## src/rtl/tsp_run_ctrl.sv

```systemverilog
// Run sequencer for the tsp solver: loads city coordinates, pulses the solver reset,
// then tracks the best tour length until stall, timeout or abort.
module tsp_run_ctrl #(
  parameter int N_CITY      = 64,
  parameter int ADDR_W      = 6,
  parameter int PERF_W      = 32,
  parameter int RST_CYCLES  = 4,
  parameter int STALL_LIMIT = 1048576,
  parameter int MAX_CYCLES  = 268435456
) (
  input  logic              clk,
  input  logic              rst,
  input  logic              start,
  input  logic              abort,
  input  logic              load_valid,
  output logic              load_ready,
  input  logic [7:0]        load_x,
  input  logic [7:0]        load_y,
  output logic              coord_we,
  output logic [ADDR_W-1:0] coord_addr,
  output logic [7:0]        coord_x,
  output logic [7:0]        coord_y,
  output logic              solver_rst,
  input  logic [PERF_W-1:0] performance,
  output logic [PERF_W-1:0] best_perf,
  output logic [15:0]       improve_cnt,
  output logic              busy,
  output logic              done,
  output logic [1:0]        done_reason,
  output logic [2:0]        state
);

  localparam int STALL_W = $clog2(STALL_LIMIT + 1);
  localparam int CYC_W   = $clog2(MAX_CYCLES + 1);
  localparam int CLR_W   = $clog2(RST_CYCLES + 1);
  localparam logic [STALL_W-1:0] STALL_LAST = STALL_W'(STALL_LIMIT - 1);
  localparam logic [CYC_W-1:0]   CYC_LAST   = CYC_W'(MAX_CYCLES - 1);
  localparam logic [CLR_W-1:0]   CLR_LAST   = CLR_W'(RST_CYCLES - 1);
  localparam logic [ADDR_W-1:0]  ADDR_LAST  = ADDR_W'(N_CITY - 1);

  typedef enum logic [2:0] {
    S_IDLE  = 3'd0,
    S_LOAD  = 3'd1,
    S_CLEAR = 3'd2,
    S_RUN   = 3'd3,
    S_DONE  = 3'd4
  } state_t;

  state_t             st, st_nxt;
  logic [1:0]         reason_nxt;
  logic [ADDR_W-1:0]  addr_cnt;
  logic [CLR_W-1:0]   clr_cnt;
  logic [STALL_W-1:0] stall_cnt;
  logic [CYC_W-1:0]   cyc_cnt;
  logic               accept;
  logic               improve;
  logic               restart;

  assign state      = st;
  assign load_ready = (st == S_LOAD);
  assign accept     = load_valid & load_ready;
  assign improve    = (st == S_RUN) && (performance != '0) && (performance < best_perf);
  assign restart    = ((st == S_IDLE) || (st == S_DONE)) && start;

  always_comb begin
    st_nxt     = st;
    reason_nxt = done_reason;
    case (st)
      S_IDLE: if (start) begin
        st_nxt     = S_LOAD;
        reason_nxt = 2'd0;
      end
      S_LOAD: begin
        if (abort)                               st_nxt = S_IDLE;
        else if (accept && addr_cnt == ADDR_LAST) st_nxt = S_CLEAR;
      end
      S_CLEAR: begin
        if (abort) begin
          st_nxt     = S_DONE;
          reason_nxt = 2'd3;
        end else if (clr_cnt == CLR_LAST) begin
          st_nxt = S_RUN;
        end
      end
      S_RUN: begin
        // exit priority: abort, then timeout, then stall
        if (abort) begin
          st_nxt     = S_DONE;
          reason_nxt = 2'd3;
        end else if (cyc_cnt == CYC_LAST) begin
          st_nxt     = S_DONE;
          reason_nxt = 2'd2;
        end else if (!improve && stall_cnt == STALL_LAST) begin
          st_nxt     = S_DONE;
          reason_nxt = 2'd1;
        end
      end
      S_DONE: if (start) begin
        st_nxt     = S_LOAD;
        reason_nxt = 2'd0;
      end
      default: st_nxt = S_IDLE;
    endcase
  end

  always_ff @(posedge clk) begin
    if (!rst) begin
      st          <= S_IDLE;
      solver_rst  <= 1'b1;
      busy        <= 1'b0;
      done        <= 1'b0;
      done_reason <= 2'd0;
    end else begin
      st          <= st_nxt;
      solver_rst  <= (st_nxt == S_IDLE) || (st_nxt == S_LOAD) || (st_nxt == S_CLEAR);
      busy        <= (st_nxt == S_LOAD) || (st_nxt == S_CLEAR) || (st_nxt == S_RUN);
      done        <= (st_nxt == S_DONE);
      done_reason <= reason_nxt;
    end
  end

  always_ff @(posedge clk) begin
    if (!rst) begin
      coord_we    <= 1'b0;
      coord_addr  <= '0;
      coord_x     <= '0;
      coord_y     <= '0;
      addr_cnt    <= '0;
      clr_cnt     <= '0;
      stall_cnt   <= '0;
      cyc_cnt     <= '0;
      best_perf   <= '1;
      improve_cnt <= '0;
    end else begin
      coord_we <= accept;
      if (accept) begin
        coord_addr <= addr_cnt;
        coord_x    <= load_x;
        coord_y    <= load_y;
        addr_cnt   <= addr_cnt + 1'b1;
      end
      if (restart) begin
        addr_cnt    <= '0;
        improve_cnt <= '0;
      end
      clr_cnt <= (st == S_CLEAR) ? clr_cnt + 1'b1 : '0;
      if (st == S_CLEAR && st_nxt == S_RUN) begin
        best_perf <= '1;
        stall_cnt <= '0;
        cyc_cnt   <= '0;
      end
      if (st == S_RUN) begin
        cyc_cnt <= cyc_cnt + 1'b1;
        if (improve) begin
          best_perf <= performance;
          stall_cnt <= '0;
          if (improve_cnt != 16'hFFFF) improve_cnt <= improve_cnt + 16'd1;
        end else begin
          stall_cnt <= stall_cnt + 1'b1;
        end
      end
    end
  end

endmodule

```

## config.mk

```make
export PLATFORM = sky130hd
export DESIGN_NAME = tsp_run_ctrl
export DESIGN_NICKNAME = d
export VERILOG_FILES = /design/src/rtl/tsp_run_ctrl.sv
export SDC_FILE = /design/constraint.sdc
export NUM_CORES = 1
export LEC_CHECK = 0
export ABC_AREA = 1
export CAP_MARGIN = 10
export CORE_AREA = 2 2 146 176
export CTS_BUF_LIST = sky130_fd_sc_hd__clkbuf_2 sky130_fd_sc_hd__clkbuf_4 sky130_fd_sc_hd__clkbuf_8
export DETAILED_ROUTE_END_ITERATION = 6
export DIE_AREA = 0 0 148 178
export HOLD_SLACK_MARGIN = 0.05
export PLACE_DENSITY = 0.48
export SETUP_SLACK_MARGIN = 0.5
export SLEW_MARGIN = 15
export SYNTH_ARGS = -nofsm -noshare
export SYNTH_HDL_FRONTEND = slang
export SYNTH_SLANG_ARGS = --single-unit
```

## constraint.sdc

```tcl
create_clock -name clk -period 5 [get_ports clk]
set_input_delay 1.5 -clock clk [delete_from_list [all_inputs] [get_ports clk]]
set_output_delay 1.5 -clock clk [all_outputs]
set_load 0.01 [all_outputs]
```

**Word level (Yosys, flattened, before mapping)**

Cells that the tools add are included.

- Word-level logic and storage cells: 87
- Bits in registers: 138
- Input port bits: 53

- Mux-type cells: 27
- Bitwise logic cells: 2
- Reduce and logical (&&, ||, !) cells: 21
- Magnitude comparators: 1
- Add/sub/neg operators: 5
- Equality and inequality tests: 16

Operators with widths:

| kind | count |
|---|---|
| 32-bit two-way mux | 3 |
| 16-bit two-way mux | 4 |
| 21-bit two-way mux | 3 |
| 29-bit two-way mux | 2 |
| 32-bit < comparator | 1 |
| 32-bit nonzero test | 1 |
| 29-bit by 1-bit adder with 29-bit output (second input constant) | 1 |
| 29-bit by 28-bit == test with 1-bit output (second input constant) | 1 |
| 3-bit two-way mux | 8 |
| 21-bit by 1-bit adder with 21-bit output (second input constant) | 1 |
| 21-bit by 20-bit == test with 1-bit output (second input constant) | 1 |
| 16-bit by 1-bit adder with 16-bit output (second input constant) | 1 |
| 16-bit != test (second input constant) | 1 |
| 3-bit by 2-bit == test with 1-bit output (second input constant) | 5 |
| 3-bit case mux with 4 select lines | 1 |
| 2-bit two-way mux | 5 |
| 6-bit by 1-bit adder with 6-bit output (second input constant) | 1 |
| 3-bit by 1-bit == test with 1-bit output (second input constant) | 2 |
| 3-bit == test (second input constant) | 2 |
| 6-bit == test (second input constant) | 1 |
| 1-bit logical AND | 6 |
| 3-bit zero test | 2 |
| 2-bit case mux with 3 select lines | 1 |
| 1-bit logical OR | 5 |
| other kinds (12) | 13 |

**Depth between registers and ports, before layout**

Gate-level depths: netlist of run 1.

- Word-level depth: 14
- Gate-level depth with buffers: 19
- Gate-level depth less buffers: 19

**Worst setup path after synthesis of run 1**

OpenSTA, ideal clock, no wires.

- Kind: input to register
- Start: in performance[31]
- End: reg stall_cnt[9]
- Path slack: 1.949 ns
- Stages on the path: 13
- Data arrival time: 2.980 ns
- Setup time: 0.070 ns
- Buffers on the path: 1
- Cell sequence: ha_1 > nand2_1 > inv_1 > nand3_1 > or2_1 > nor3_1 > nand2_1 > nand2_2 > inv_2 > nor2_8 > buf_4 > nand3_1 > a21oi_1

- Word-level cells in the longest chain between the ends: 12
- Elaborated cells between the ends (all ways): 15
- Classes of those cells: order compare: 1; eq/ne: 1; mux: 6; reduce/logical: 7

Ends and longest elaborated chain:

| item | line | source |
|---|---|---|
| start, declared | 24 | `input logic [PERF_W-1:0] performance,` |
| branches (longest 2 deep; another with 32-bit < comparator) | - |  |
| 1-bit logical AND * | 62 | `assign improve = (st == S_RUN) && (performance != '0) && (performance < best_perf);` |
| 1-bit zero test | 93 | `end else if (!improve && stall_cnt == STALL_LAST) begin` |
| 1-bit logical AND | 93 |  |
| 3-bit two-way mux | 93 |  |
| 3-bit two-way mux | 90 | `end else if (cyc_cnt == CYC_LAST) begin` |
| 3-bit two-way mux | 87 | `if (abort) begin` |
| 3-bit case mux with 4 select lines | 68 | `case (st)` |
| 3-bit by 2-bit == test with 1-bit output | 147 | `if (st == S_CLEAR && st_nxt == S_RUN) begin` |
| 1-bit logical AND | 147 |  |
| 2-bit nonzero test (no line) | - |  |
| end signal, assigned | 159 | `stall_cnt <= stall_cnt + 1'b1;` |
| end, declared | 53 | `logic [STALL_W-1:0] stall_cnt;` |

Every way passes the cells marked *.
A chain may end at the register's enable or synchronous reset.

**Worst setup path in the final report of run 1**

- Start: in performance[31]
- End: reg stall_cnt[12]

Same word-level chain as after synthesis.

==> results.yml, run 1 <==
hold_path:
  worstHoldPathType: "reg2reg"
yosys:
  ys.flop_type: "dfxtp_1"
  syn-num-nets: 1123
  syn_inst: 1033
  ys_top_cells_by_area: "dfxtp_1 (38%), nand2_1 (11%), ha_1 (6.4%)"
  synth_edf_count: 0
  synth-async-reset-ratio_pct: 0
  synth_area_um2: 7270
  yosysTopAreaCell: "dfxtp_1"
  yosys_warnings: 0
  ys_seq_area_share_pct: 38.0
  syn_area_per_cell_um2: 7.03
  yosysTopAreaCellShare_pct: 38.0
  ys_ff_latch: 138
  yosys.cell_types.count: 49
timing:
  clock.fmax_mhz: 259
  drv_slew: 0
  rsz0062_at_grt: "false"
  fin_skew_ns: 0.0161
  worst_slack_ns: 1.14
  period_minus_slack_ns: 3.86
  finalSetupViolCount: 0
  period_share_pct: 77.2
  final.setup.tns_ns: 0
  maxSlewHeadroom_pct: 49.4
  max_slew.worst_pin.slew_ns: 0.758
  hold_violations: 0
placement:
  place_ws_ns: 0.622
  io_buffers: 132
  hpwl_um: 15000
  gp_congestion: 0.802
  dp.cells: 1464
job:
  maxCapViolations: 0
clock_tree:
  root_buffer: "clkbuf_8"
  cts.path.max_buffers: 2
  cts.sinks: 138
  numCtsBuffers: 17
  cts_tree: "built"
  clk_latency_ns: 0.46
  hold_buffers: 0
  ctsResizeCount: 0
  h-tree-depth: 4
  clkSlewWorstSetupHoldPaths_ns: 0.08
  cts_setup_buffers: 0
grt:
  grt_antenna_before_repair: 0
  grt_pass1_wl_um: 34700
  grt_pass1_vias: 6828
  grt_max_degree: 54
  grt_usage_pct: 16.3
  grt-ovfl-total: 0
layout:
  diodes: 0
  nNetsFinal: 1248
  final_cells: 1496
  synthToLayoutAreaGrowth_pct: 28.0
  drive_above_1_share_pct: 7.17
detailed_routing:
  drt-wirelength-per-cell_um: 14.0
  drc: 0
  vias: 7015
  drt_pre_antenna_iters: 4
  ant_nets: 0
  vias_per_cell: 4.69
  drtIter0Drc: 226
  drt_wl_total_um: 20900
power:
  pwr_density_cell_nw_per_um2: 237
  p_clk_share_pct: 42.0
  totalPowerFinal_uw: 2210
  leakagePower_uw: 0.00383
  share_comb_of_total_power_pct: 7.3
  ir_worst_vdd_mv: 0.142
  p_seq_share_pct: 50.7
  p_int_uw: 1640
  power.switching_uw: 568
  p_sw_share_pct: 25.7
floorplan:
  die_area_um2: 26300
  io_pins: 133
  fp.dieH_um: 178
  core.rowCount: 63
  die_width_um: 148
  floorplan.initialDensity_pct: 29.5
  core_um2: 24600
worst_setup_path:
  crit_type: "in2reg"
  crit_end: "stall_cnt[12]$_SDFFE_PN0P_"
  r2r_end: "stall_cnt[12]$_SDFFE_PN0P_"
  critPathMaxFanout: 23
  end_kind: "flip-flop"
  startpoint: "performance[31]"
  r2r_slack_ns: 2.27
  reg2reg_from: "best_perf[31]$_SDFF_PN1_"
  crit_path_start_kind: "input pin"
  r2r_cells: 13
  arrival_ns: 4.24
  required_ns: 5.38
run_status:
  outcome: "completed"
## Yosys cell counts, types with 13 or more instances
library cell / n
nand2_1: 211
dfxtp_1: 138
inv_1: 119
nor2_1: 115
a21oi_1: 89
o21ai_0: 85
nand3_1: 64
ha_1: 37
nor3_1: 24
clkbuf_1: 23
o211ai_1: 15
nand4_1: 13
## critical path, cell delays in order
cell             delay [ns]
clkdlybuf4s50_1        0.46
ha_1                   0.33
nand2_1                0.05
inv_1                  0.06
nand3_1                0.09
or2_1                  0.27
nor3_1                 0.34
nand2_1                0.12
nand2_2                0.16
inv_2                  0.26
nor2_8                 0.33
o211ai_1               0.14
a21oi_1                0.14
## power groups by stage
stage / Combinational [uW] / Clock [uW] / Sequential (uW)
finish: 161 / 927 / 1120
global route: 179 / 1000 / 1120
CTS: 164 / 962 / 1120
detailed placement: 163 / 0 / 1140
global placement: 163 / 0 / 1140
floorplan: 57.7 / 0 / 1150
## worst min-delay path by stage
stage	start	to	slack (ns)	cells past startpoint
final	clr_cnt[0]$_SDFF_PN0_	clr_cnt[0]$_SDFF_PN0_	0.43	1
after global routing	clr_cnt[0]$_SDFF_PN0_	clr_cnt[0]$_SDFF_PN0_	0.47	1
after CTS	clr_cnt[0]$_SDFF_PN0_	clr_cnt[0]$_SDFF_PN0_	0.43	1
after detailed placement	clr_cnt[0]$_SDFF_PN0_	clr_cnt[0]$_SDFF_PN0_	0.42	1
after global placement	clr_cnt[0]$_SDFF_PN0_	clr_cnt[0]$_SDFF_PN0_	0.41	1
after floorplan	clr_cnt[0]$_SDFF_PN0_	clr_cnt[0]$_SDFF_PN0_	0.40	1
## metal layers
| metal | up-vias | GRT usage (%) | wire, um |
|---|---|---|---|
| met5 | - | 0 | 0 |
| met4 | 0 | 5.08 | 345 |
| met3 | 22 | 3.89 | 887 |
| met2 | 106 | 28.7 | 10200 |
| met1 | 3216 | 19.7 | 9500 |
| li1 | 3671 | - | - |
## cells in the final DEF, fill, tap and decap left out, types with 2 or more instances in the layout
cell / netlist / layout
nor4_2: 2 / 2
nand3_1: 64 / 64
a21o_1: 2 / 2
o21a_1: 2 / 2
nand2_1: 211 / 211
xnor2_1: 5 / 5
a21oi_1: 89 / 89
clkbuf_8: 0 / 17
nor4_1: 2 / 2
nor2_2: 8 / 9
ha_1: 37 / 37
nor2_1: 115 / 114
inv_1: 119 / 119
inv_6: 0 / 2
a22oi_2: 4 / 4
xor2_1: 7 / 7
buf_4: 1 / 13
dfxtp_1: 138 / 138
clkinv_4: 0 / 2
or2_2: 6 / 6
a211oi_1: 3 / 3
clkdlybuf4s50_1: 0 / 131
o21ai_1: 3 / 3
nor3_2: 5 / 5
nor3_1: 24 / 24
nand2_2: 2 / 2
a22oi_1: 6 / 6
nand3b_1: 5 / 5
nand4_1: 13 / 13
o21ai_0: 85 / 85
a311oi_1: 2 / 2
bufinv_16: 0 / 2
clkinvlp_4: 0 / 5
inv_2: 4 / 4
o211ai_1: 15 / 15
clkinv_2: 0 / 3
nand3_2: 2 / 2
## kinds of logic after synthesis
logic type | synth area share [%]
fa+ha+maj | 6.37
compound gates | 17.0
flops | 38.0
xor+xnor | 1.45
buf+inv | 8.87
mux | 0.138
simple gates | 28.2
## sequential cells by signal (all words and copies together) (netlist names)
| name | count |
|---|---|
| done_reason | 2 |
| coord_x | 8 |
| done | 1 |
| clr_cnt | 3 |
| solver_rst | 1 |
| state | 3 |
| improve_cnt | 16 |
| cyc_cnt | 29 |
| addr_cnt | 6 |
| coord_addr | 6 |
| coord_we | 1 |
| coord_y | 8 |
| best_perf | 32 |
| stall_cnt | 21 |
| busy | 1 |
## cell type report
| cell class | instances | area (um2) |
|---|---|---|
| fill | 2693 | 15300 |
| multi-input combinational | 732 | 3860 |
| sequential | 138 | 2760 |
| timing repair buffer | 145 | 1410 |
| inverter | 124 | 465 |
| tap | 325 | 407 |
| clock buffer | 18 | 241 |
| clock inverter | 14 | 148 |
## stage by stage
step | area (um2) | hold WS, ns | utilization (%)
final | 9300 | 0.429 | 37.8
after global routing | 9300 | 0.472 | 37.8
after CTS | 9300 | 0.434 | 37.8
after global placement | 8910 | 0.412 | 36.2
after detailed placement | 8910 | 0.422 | 36.2
after floorplan | 7270 | 0.399 | -
(Power assumes the default switching activity.)
==> run 2, diff against run 1 <==
--- a/config.mk
+++ b/config.mk
@@ -12,7 +12,7 @@
 export DETAILED_ROUTE_END_ITERATION = 6
 export DIE_AREA = 0 0 148 178
 export HOLD_SLACK_MARGIN = 0.05
-export PLACE_DENSITY = 0.48
+export PLACE_DENSITY = 0.5
 export SETUP_SLACK_MARGIN = 0.5
 export SLEW_MARGIN = 15
 export SYNTH_ARGS = -nofsm -noshare
==> constraint.sdc (replaced) <==
create_clock -name clk -period 3.4 [get_ports clk]
set_input_delay 1.02 -clock clk [delete_from_list [all_inputs] [get_ports clk]]
set_output_delay 1.02 -clock clk [all_outputs]
set_load 0.01 [all_outputs]
==> run 2 against run 1 <==
First-iteration DRC count grew 47%. Sequential cell count did not move. Sequential share of layout area shrank 0.85 points. Global-route usage up 0.089 points. Via count rose by 0.57%. Critical path type unchanged.
==> results.yml, run 2 (same netlist as run 1, synthesis figures left out) <==
worst_setup_path:
  required_ns: 3.77
  path_delay_family: "simple AND/OR/NAND/NOR gates"
  crit_type: "in2reg"
  r2r_cells: 12
  end_kind: "flip-flop"
  reg2reg_from: "improve_cnt[0]$_SDFF_PN0_"
  r2r_end: "improve_cnt[1]$_SDFF_PN0_"
  arrival_ns: 3.15
  crit_path_start_kind: "input pin"
  slowest_stage: "clkdlybuf4s50_1"
  cpPeakStageDelay_ns: 0.43
  critPathMaxFanout: 7
  r2r_slack_ns: 1.12
  crit_chain: "clkdlybuf4s50_1 -> ha_1 -> nand2_1 -> inv_1 -> o21ai_0 -> nand3_1 -> nor2_1 -> nand2_1 -> nor2_4 -> nand2_8 -> nor2_4 -> buf_4 -> nand2_8 -> a22oi_1"
  crit_buf_inv: 3
job:
  maxCapViolations: 0
detailed_routing:
  vias_per_cell: 4.67
  drt-wirelength-per-cell_um: 13.9
  drt_wl_total_um: 21100
  drtIter0Drc: 332
  drc: 0
  ant_nets: 0
  vias: 7055
  drt_pre_antenna_iters: 5
grt:
  grt_antenna_before_repair: 0
  grt_pass1_vias: 6909
  grt_usage_pct: 16.4
  grt-ovfl-total: 0
  grt_max_degree: 68
  grt_pass1_wl_um: 34800
timing:
  rsz0062_at_grt: "true"
  fin_skew_ns: 0.0158
  drv_slew: 0
  clock.fmax_mhz: 361
  period_share_pct: 81.5
  hold_violations: 0
  maxSlewHeadroom_pct: 44.1
  period_minus_slack_ns: 2.77
  hold_ws_ns: 0.439
  finalSetupViolCount: 0
  max_slew.worst_pin.slew_ns: 0.838
hold_path:
  holdPathEnd: "clr_cnt[0]$_SDFF_PN0_"
  worstHoldPathType: "reg2reg"
  min_from: "clr_cnt[0]$_SDFF_PN0_"
  holdPathStages: 1
clock_tree:
  cts.sinks: 138
  clkSlewWorstSetupHoldPaths_ns: 0.08
  root_buffer: "clkbuf_8"
  clk_latency_ns: 0.46
  numCtsBuffers: 17
  h-tree-depth: 4
  hold_buffers: 0
  cts.path.max_buffers: 2
  cts_tree: "built"
floorplan:
  core.rowCount: 63
  io_pins: 133
  core_um2: 24600
  die_area_um2: 26300
  floorplan.initialDensity_pct: 29.5
  die_width_um: 148
  fp.dieH_um: 178
layout:
  nFillCells: 2631
  drive_above_1_share_pct: 9.28
  regMostFlops: "best_perf"
  postLayoutCellArea_um2: 9570
  synthToLayoutAreaGrowth_pct: 31.8
  largest_reg_flops: 32
  mostFrequentLayoutCells: "nand2_1 (207), dfxtp_1 (138), clkdlybuf4s50_1 (127)"
  nNetsFinal: 1262
  mostFrequentLayoutCell: "nand2_1"
  multi_input_area_um2: 4010
  postLayoutCoreUtil_pct: 38.9
  top_regs: "best_perf x32, cyc_cnt x29, stall_cnt x21"
  regArea_um2: 2760
  diodes: 0
placement:
  io_buffers: 132
  hpwl_um: 14900
  gp_congestion: 0.814
  placed_area_um2: 8940
power:
  leakagePower_uw: 0.00397
  pwr_density_cell_nw_per_um2: 343
  ir_worst_vdd_mv: 0.222
run_status:
  outcome: "completed"
run 2: cell count changes in the layout (fill, tap and decap cells not counted), sizes merged:
cell,previous run,this run
clkbuf,18,20
clkdlybuf4s50,131,127
clkinv,6,5
buf,14,24
nor2,124,127
clkinvlp,5,3
nand2,213,214
inv,125,126
dlymetal6s2s,0,4
run 2: area by class of cell:
cell class              instances  share of cell area, %
well taps                     325                   4.25
inverters                     124                   4.94
flip-flops and latches        138                   28.9
clock buffers                  20                   2.81
multi-input cells             736                   41.9
clock inverters                12                   1.46
repair buffers                155                   15.8
run 2: worst max-delay path by stage:
stage	startpoint	end	slack, ns	cells past startpoint
6_report	performance[29]	improve_cnt[6]$_SDFF_PN0_	0.63	14
5_1_grt	performance[29]	solver_rst$_SDFF_PN1_	0.46	16
4_1_cts	performance[31]	solver_rst$_SDFF_PN1_	0.51	16
3_5_place_dp	performance[31]	stall_cnt[12]$_SDFFE_PN0P_	-0.27	13
3_3_place_gp	performance[31]	stall_cnt[12]$_SDFFE_PN0P_	-0.30	13
2_1_floorplan	performance[31]	stall_cnt[9]$_SDFFE_PN0P_	0.83	13
run 2: power breakdown:
group,switching [uW],internal [uW]
registers,9.96,1630
logic,123,117
clock network,696,708
run 2: metal layers:
layer | vias to the layer above | wire [um] | global-route usage [%]
li1 | 3703 | - | -
met1 | 3216 | 9690 | 19.8
met2 | 115 | 9930 | 28.2
met3 | 21 | 1100 | 4.55
met4 | 0 | 327 | 5.56
met5 | - | 0 | 0
run 2: timing repair:
action	in CTS	in global routing
pin swaps	2	8
endpoints found under the hold margin	0	0
cloned	3	1
setup buffers	0	6
gates resized for setup	9	22
setup endpoints to repair	73	77
run 2: through the flow:
step / setup TNS, ns / total power, uW / worst slack, ns / instances
global placement: -13.63 / 1920 / -0.296 / 1468
floorplan: 0 / 1780 / 0.829 / 1033
global route: 0 / 3440 / 0.462 / 1510
finish: 0 / 3290 / 0.630 / 1510
detailed placement: -12.25 / 1920 / -0.269 / 1468
CTS: 0 / 3330 / 0.505 / 1503
==> run 3, diff against run 2 <==
--- a/config.mk
+++ b/config.mk
@@ -12,7 +12,7 @@
 export DETAILED_ROUTE_END_ITERATION = 6
 export DIE_AREA = 0 0 148 178
 export HOLD_SLACK_MARGIN = 0.05
-export PLACE_DENSITY = 0.5
+export PLACE_DENSITY = 0.48
 export SETUP_SLACK_MARGIN = 0.5
 export SLEW_MARGIN = 15
 export SYNTH_ARGS = -nofsm -noshare
==> constraint.sdc (replaced) <==
create_clock -name clk -period 2.89 [get_ports clk]
set_input_delay 0.867 -clock clk [delete_from_list [all_inputs] [get_ports clk]]
set_output_delay 0.867 -clock clk [all_outputs]
set_load 0.01 [all_outputs]
==> run 3 against run 2 <==
Power rose by 17%. Combinational power rose by 32%. Global-route usage rose by 0.66 points. Worst hold slack worse by 0.013 ns. Via count up 1.8%. Register-to-register slack worse by 0.43 ns. Clock-buffer cell count shrank 2. Core utilization rose by 2.3 points. Sequential share of layout area is 1.5 points lower.
==> results.yml, run 3 (same netlist as run 1, synthesis figures left out) <==
layout:
  synthToLayoutAreaGrowth_pct: 39.7
  top_regs: "best_perf x32, cyc_cnt x29, stall_cnt x21"
  largest_reg_flops: 32
  regMostFlops: "best_perf"
  postLayoutCellArea_um2: 10200
  multi_input_area_um2: 4280
  drive_above_1_share_pct: 17.9
  regArea_um2: 2780
  mostFrequentLayoutCell: "nand2_1"
  mostFrequentLayoutCells: "nand2_1 (198), dfxtp_1 (127), inv_1 (114)"
  nNetsFinal: 1293
  nFillCells: 2612
timing:
  worst_slack_ns: 0.574
  rsz0062_at_grt: "true"
  final.setup.tns_ns: 0
  max_slew.worst_pin.slew_ns: 0.554
  fin_skew_ns: 0.0160
  maxSlewHeadroom_pct: 62.8
  period_share_pct: 80.1
  drv_slew: 0
  hold_violations: 0
  clock.fmax_mhz: 432
  period_minus_slack_ns: 2.32
  finalSetupViolCount: 0
  hold_ws_ns: 0.425
floorplan:
  die_area_um2: 26300
  core.rowCount: 63
  die_width_um: 148
  io_pins: 133
  fp.dieH_um: 178
  core_um2: 24600
  floorplan.initialDensity_pct: 29.5
worst_setup_path:
  arrival_ns: 2.70
  critPathMaxFanout: 6
  r2r_cells: 15
  path_delay_family: "simple AND/OR/NAND/NOR gates"
  crit_buf_inv: 4
  cp_common_cell: "nand2_2"
  crit_path_start_kind: "input pin"
  r2r_slack_ns: 0.69
  slowest_stage: "ha_4"
  crit_type: "in2reg"
  r2r_end: "stall_cnt[8]$_SDFFE_PN0P_"
  crit_end: "stall_cnt[8]$_SDFFE_PN0P_"
  end_kind: "flip-flop"
  required_ns: 3.27
  path_depth: 14
  crit_chain: "dlygate4sd2_1 -> ha_4 -> nand2_2 -> nor2_4 -> nand2_2 -> nor3_4 -> nand2_2 -> nand2_4 -> buf_12 -> inv_4 -> nor2_8 -> buf_12 -> nand3b_1 -> a21oi_2"
  startpoint: "performance[21]"
  cpPeakStageDelay_ns: 0.28
  reg2reg_from: "best_perf[31]$_SDFF_PN1_"
grt:
  grt-ovfl-total: 0
  grt_antenna_before_repair: 2
  grt_pass1_wl_um: 36100
  grt_pass1_vias: 7130
  grt_usage_pct: 17.1
  grt_max_degree: 48
placement:
  placed_area_um2: 9160
  io_buffers: 132
  hpwl_um: 15300
  gp_congestion: 0.792
  place_ws_ns: -0.431
power:
  totalPowerFinal_uw: 3860
  ir_worst_vdd_mv: 0.251
  pwr_density_cell_nw_per_um2: 380
  leakagePower_uw: 0.00417
job:
  maxCapViolations: 0
clock_tree:
  cts_tree: "built"
  cts.path.max_buffers: 2
  cts.sinks: 138
  clk_latency_ns: 0.45
  h-tree-depth: 4
  numCtsBuffers: 17
  clkSlewWorstSetupHoldPaths_ns: 0.08
  hold_buffers: 0
  root_buffer: "clkbuf_8"
detailed_routing:
  drt_wl_total_um: 21900
  vias_per_cell: 4.66
  drc: 0
  drt-wirelength-per-cell_um: 14.2
  ant_nets: 0
  drtIter0Drc: 262
  drt_pre_antenna_iters: 5
  vias: 7179
hold_path:
  worstHoldPathType: "reg2reg"
  min_from: "clr_cnt[0]$_SDFF_PN0_"
  holdPathStages: 1
run_status:
  outcome: "completed"
-- run 3: changes by cell type in the layout (fill, tap and decap cells not counted), moves of 11 or more --
cell / change
clkdlybuf4s50_1: -29
buf_4: +24
ha_1: -15
o21ai_0: -11
dfxtp_1: -11
ha_4: +15
-- run 3: repair_timing --
action	4_1_cts	5_1_grt
buffers inserted	9	4
gates resized for setup	97	85
endpoints found under the setup margin	79	87
pin swaps	48	41
cloned	1	2
-- run 3: worst min path at each step --
stage	to
2_1_floorplan	clr_cnt[0]$_SDFF_PN0_
3_3_place_gp	clr_cnt[0]$_SDFF_PN0_
3_5_place_dp	clr_cnt[0]$_SDFF_PN0_
4_1_cts	clr_cnt[0]$_SDFF_PN0_
5_1_grt	clr_cnt[0]$_SDFF_PN0_
6_report	clr_cnt[0]$_SDFF_PN0_
-- run 3: area by class of cell --
| class | count | area share [%] |
|---|---|---|
| clock inverter | 13 | 1.45 |
| multi-input combinational | 733 | 42.2 |
| timing repair buffer | 189 | 17.8 |
| antenna | 1 | 0.0247 |
| tap | 325 | 4.01 |
| inverter | 124 | 4.67 |
| sequential | 138 | 27.4 |
| clock buffer | 18 | 2.44 |
-- run 3: layer usage --
metal | vias up | GRT usage, % | share of wire (%)
met5 | - | 0 | 0.032
met4 | 2 | 4.25 | 0.98
met3 | 16 | 6.16 | 6.4
met2 | 134 | 29.5 | 48
met1 | 3260 | 20.2 | 45
li1 | 3767 | - | -
-- run 3: stage by stage --
step	std cells	utilization [%]
2_1_floorplan	1033	-
3_3_place_gp	1493	37.2
3_5_place_dp	1493	37.2
4_1_cts	1534	40.1
5_1_grt	1540	41.3
6_report	1541	41.3
-- run 3: power breakdown --
part / leakage (uW) / switching, uW / internal (uW)
registers: 0.00112 / 12.8 / 1920
logic: 0.00286 / 162 / 155
clock network: 0.000187 / 817 / 791
total: 0.00417 / 992 / 2870
